### src/rtl/mac_job_sequencer_pkg.sv
// Shared types and widths for the MAC job sequencer.
// Imported by the datapath and the sequencer top.
package mac_seq_pkg;

  typedef enum logic [1:0] {
    IDLE = 2'd0,
    RUN  = 2'd1,
    DONE = 2'd2
  } state_t;

  localparam int ACC_W  = 41;
  localparam int OP_W   = 16;
  localparam int PROD_W = 32;

endpackage

### src/rtl/mac_job_sequencer_alu.sv
// Signed 16x16 multiply-accumulate datapath.
// Purely combinational; the caller owns the accumulator.
module alu
  import mac_seq_pkg::*;
(
  input  logic [OP_W-1:0]  x,
  input  logic [OP_W-1:0]  b,
  input  logic             zero,
  input  logic [ACC_W-1:0] sum_in,
  output logic [ACC_W-1:0] addend,
  output logic [ACC_W-1:0] sum_out
);

  logic signed [PROD_W-1:0] prod;

  always_comb begin
    prod = $signed(x) * $signed(b);
    addend = zero ? '0
                  : {{(ACC_W-PROD_W){prod[PROD_W-1]}}, prod};
    sum_out = sum_in + addend;
  end

endmodule

### src/rtl/mac_job_sequencer.sv
// Job-level sequencer around the MAC datapath:
// length-bounded operand stream in, one sum out.
module mac_job_sequencer
  import mac_seq_pkg::*;
#(
  parameter int LEN_W = 12
) (
  input  logic             clk,
  input  logic             rst_n,
  input  logic             start_valid,
  output logic             start_ready,
  input  logic [LEN_W-1:0] start_len,
  input  logic             op_valid,
  output logic             op_ready,
  input  logic [OP_W-1:0]  op_x,
  input  logic [OP_W-1:0]  op_b,
  input  logic             op_zero,
  output logic             res_valid,
  input  logic             res_ready,
  output logic [ACC_W-1:0] res_sum,
  output logic             res_ovf,
  output logic             busy
);

  state_t           state_q;
  state_t           state_d;
  logic [ACC_W-1:0] acc_q;
  logic [ACC_W-1:0] addend;
  logic [ACC_W-1:0] sum_out;
  logic [LEN_W-1:0] count_q;
  logic [LEN_W-1:0] len_q;
  logic             ovf_q;
  logic             last_op;
  logic             wrap;

  alu u_alu (
    .x       (op_x),
    .b       (op_b),
    .zero    (op_zero),
    .sum_in  (acc_q),
    .addend  (addend),
    .sum_out (sum_out)
  );

  assign start_ready = (state_q == IDLE);
  assign op_ready    = (state_q == RUN);
  assign res_valid   = (state_q == DONE);
  assign busy        = (state_q != IDLE);
  assign res_sum     = acc_q;
  assign res_ovf     = ovf_q;

  assign last_op = (count_q == len_q - LEN_W'(1));
  // Same-sign operands whose sum flips sign wrapped.
  assign wrap = (acc_q[ACC_W-1] == addend[ACC_W-1])
             && (sum_out[ACC_W-1] != acc_q[ACC_W-1]);

  always_comb begin
    state_d = state_q;
    unique case (state_q)
      IDLE:
        if (start_valid)
          state_d = (start_len == '0) ? DONE : RUN;
      RUN:
        if (op_valid && last_op)
          state_d = DONE;
      DONE:
        if (res_ready)
          state_d = IDLE;
      default:
        state_d = IDLE;
    endcase
  end

  always_ff @(posedge clk) begin
    if (!rst_n) begin
      state_q <= IDLE;
      acc_q   <= '0;
      count_q <= '0;
      len_q   <= '0;
      ovf_q   <= 1'b0;
    end else begin
      state_q <= state_d;
      if (start_ready && start_valid) begin
        len_q   <= start_len;
        acc_q   <= '0;
        count_q <= '0;
        ovf_q   <= 1'b0;
      end
      if (op_ready && op_valid) begin
        acc_q   <= sum_out;
        ovf_q   <= ovf_q | wrap;
        count_q <= count_q + LEN_W'(1);
      end
    end
  end

  

  

  

  

  

endmodule

### config.mk
export PLATFORM = sky130hd
export DESIGN_NAME = mac_job_sequencer
export DESIGN_NICKNAME = d
export VERILOG_FILES = /design/src/rtl/mac_job_sequencer_pkg.sv /design/src/rtl/mac_job_sequencer_alu.sv /design/src/rtl/mac_job_sequencer.sv
export SDC_FILE = /design/constraint.sdc
export NUM_CORES = 1
export LEC_CHECK = 0
export CAP_MARGIN = 30
export CORE_MARGIN = 5
export CORE_UTILIZATION = 41
export CTS_BUF_LIST = sky130_fd_sc_hd__clkbuf_4 sky130_fd_sc_hd__clkbuf_8
export DETAILED_ROUTE_END_ITERATION = 16
export GPL_TIMING_DRIVEN = 1
export PLACE_DENSITY = 0.62
export REMOVE_ABC_BUFFERS = 1
export SYNTH_ARGS = -nofsm -noshare
export SYNTH_HDL_FRONTEND = slang
export SYNTH_HIERARCHICAL = 1
export SYNTH_SLANG_ARGS = --single-unit
### constraint.sdc
create_clock -name clk -period 11.7 [get_ports clk]
set_input_delay 1.755 -clock clk [delete_from_list [all_inputs] [get_ports clk]]
set_output_delay 1.755 -clock clk [all_outputs]
set_load 0.005 [all_outputs]
==> summary.txt, run 1 <==
Status
  • Status: finished clean

Place
  • Gpl congestion: 0.868
  • Place WS: 823 ps
  • Placed cell count: 2274
  • HPWL after detailed placement: 30100 um
  • Buffers on Ports: 95
  • Placed inst area: 16400 sq um

Clocking
  • Worst skew pair latency: 360 ps
  • Post-CTS setup buffers: 0
  • H-tree levels: 3
  • Hold Buf Count CTS: 0
  • CTS tree: yes
  • CTS clk-pin slew, worst paths: 80 ps
  • Clock Tree Buf Depth: 2
  • TritonCTS Buffers: 9
  • CTS sink count: 68
  • Resized Gates After CTS: 0
  • Root Buffer: clkbuf_8

Critical path
  • CP arrival: 10820 ps
  • WP data required: 11930 ps
  • Slowest stage delay, CP: 920 ps
  • Largest fanout on the critical path: 16
  • Critical-path top delay cell: clkdlybuf4s50_1
  • CP endpoint kind: register
  • Setup CP Type: input pin to register
  • Critical Path Most Common Cell: fa_1
  • Worst Setup Start Kind: input pin

Timing
  • Minimum clock period after layout: 10590 ps
  • Setup_tns: 0 ps
  • F_max: 0.0944 GHz
  • RSZ-0062 raised after global routing: no
  • Slew Viols, Final: 0
  • Endpoints failing setup: 0
  • Final period utilization: 0.905
  • Final Hold Vio Count: 0
  • Clock Skew: 11.3 ps
  • Fin worst setup slack: 1110 ps
  • Measured slew at the worst slew-check pin: 785 ps
  • Rel. slew slack: 0.475

Drt
  • Vias per cell: 5.20
  • DR iter-0 viols: 584
  • Remaining antenna violation count: 0
  • WL final: 36800 um
  • Vias: 11900
  • # DRC: 0
  • Routed WL per cell: 16.1 um
  • Pre-antenna DRT Iters: 6

Yosys
  • Post-Syn Area: 15000 sq um
  • Synth warn: 6
  • Post-Syn Instances: 1762
  • Syn Area/Cell: 8.50 sq um

Final layout
  • Final net count: 2254
  • P&R area growth vs syn: 10.8%
  • Design area: 16600 sq um
  • Commonest non-fill, non-tap cell in the layout: inv_1
  • Number of diodes: 0
  • Leading cell types in the layout, fill and taps excluded: 324 x inv_1, 263 x fa_1, 179 x nand2_1
  • Ratio of cells with drive above 1 in the final layout: 0.0274
  • Post-Layout Cell Count: 2290

Global route
  • Tot GR Track Use: 0.189
  • First-pass GRT wire length: 63300 um
  • Number of global-route vias before repair: 12600
  • Initial antenna violation count: 0
  • GRT Residual Overflow: 0
  • Largest net degree at the start of global routing: 69

Hold path
  • Hold crit path type: register to register

Floorplanning
  • Die W: 201 um
  • Core area: 36300 sq um
  • Die area: 40400 sq um
  • Die span in y: 201 um
  • Ports: 96
  • Rows: 70
  • Initial Util: 0.412

Job
  • Max-Cap Viols: 0
registers in the layout, indices dropped and copies added (netlist names):
name and cells:
res_sum 41, count_q 12, len_q 12, state_q 2, res_ovf 1
worst max-delay path, delay by kind of cell:
| family | cells | cell delay, ps |
|---|---|---|
| compound gates | 13 | 2740 |
| xor+xnor | 1 | 250 |
| fa+ha+maj | 8 | 3890 |
| buf+inv | 5 | 1160 |
| mux | 1 | 270 |
| simple gates | 5 | 730 |
layout make-up:
cell class	instances	area (sq um)
fillers	3506	19800
multi-input cells	1306	12100
flip-flops and latches	68	1360
inverters	325	1220
repair buffers	107	1050
well taps	468	586
clock buffers	9	124
clock inverters	7	98.8
per-layer routing:
| metal | up-vias | GRT usage | wire (um) |
|---|---|---|---|
| met1 | 5931 | 0.241 | 15700 |
| li1 | 5688 | - | - |
| met5 | - | 0 | 0 |
| met3 | 44 | 0.0284 | 1540 |
| met4 | 0 | 0.0428 | 909 |
| met2 | 244 | 0.338 | 18600 |
through the flow:
stage | utilization | hold WS (ps)
floorplan | - | 449
global placement | 0.450 | 458
detailed placement | 0.450 | 461
CTS | 0.456 | 473
global route | 0.456 | 482
finish | 0.456 | 475
path summary, 6_finish.rpt:
kind,from,endpoint,slack [ps],cells past startpoint
worst max-delay path,op_b[2],res_ovf,1110,33
worst min-delay path,len_q[11],len_q[11],470,2
worst max register to register,res_sum[0],res_ovf,8090,15
worst min register to register,len_q[11],len_q[11],470,2
Power of run 1 is left out: the tool's default activity adds up to more than one toggle a clock period on the data nets, which glitch-free logic cannot reach.
==> run 2: changes to the inputs <==
SLEW_MARGIN = 15   (was unset)
==> results of run 2 <==
The final DEF is identical to that of run 1; final timing and power are the same.
Power of run 2 is left out for the same reason.
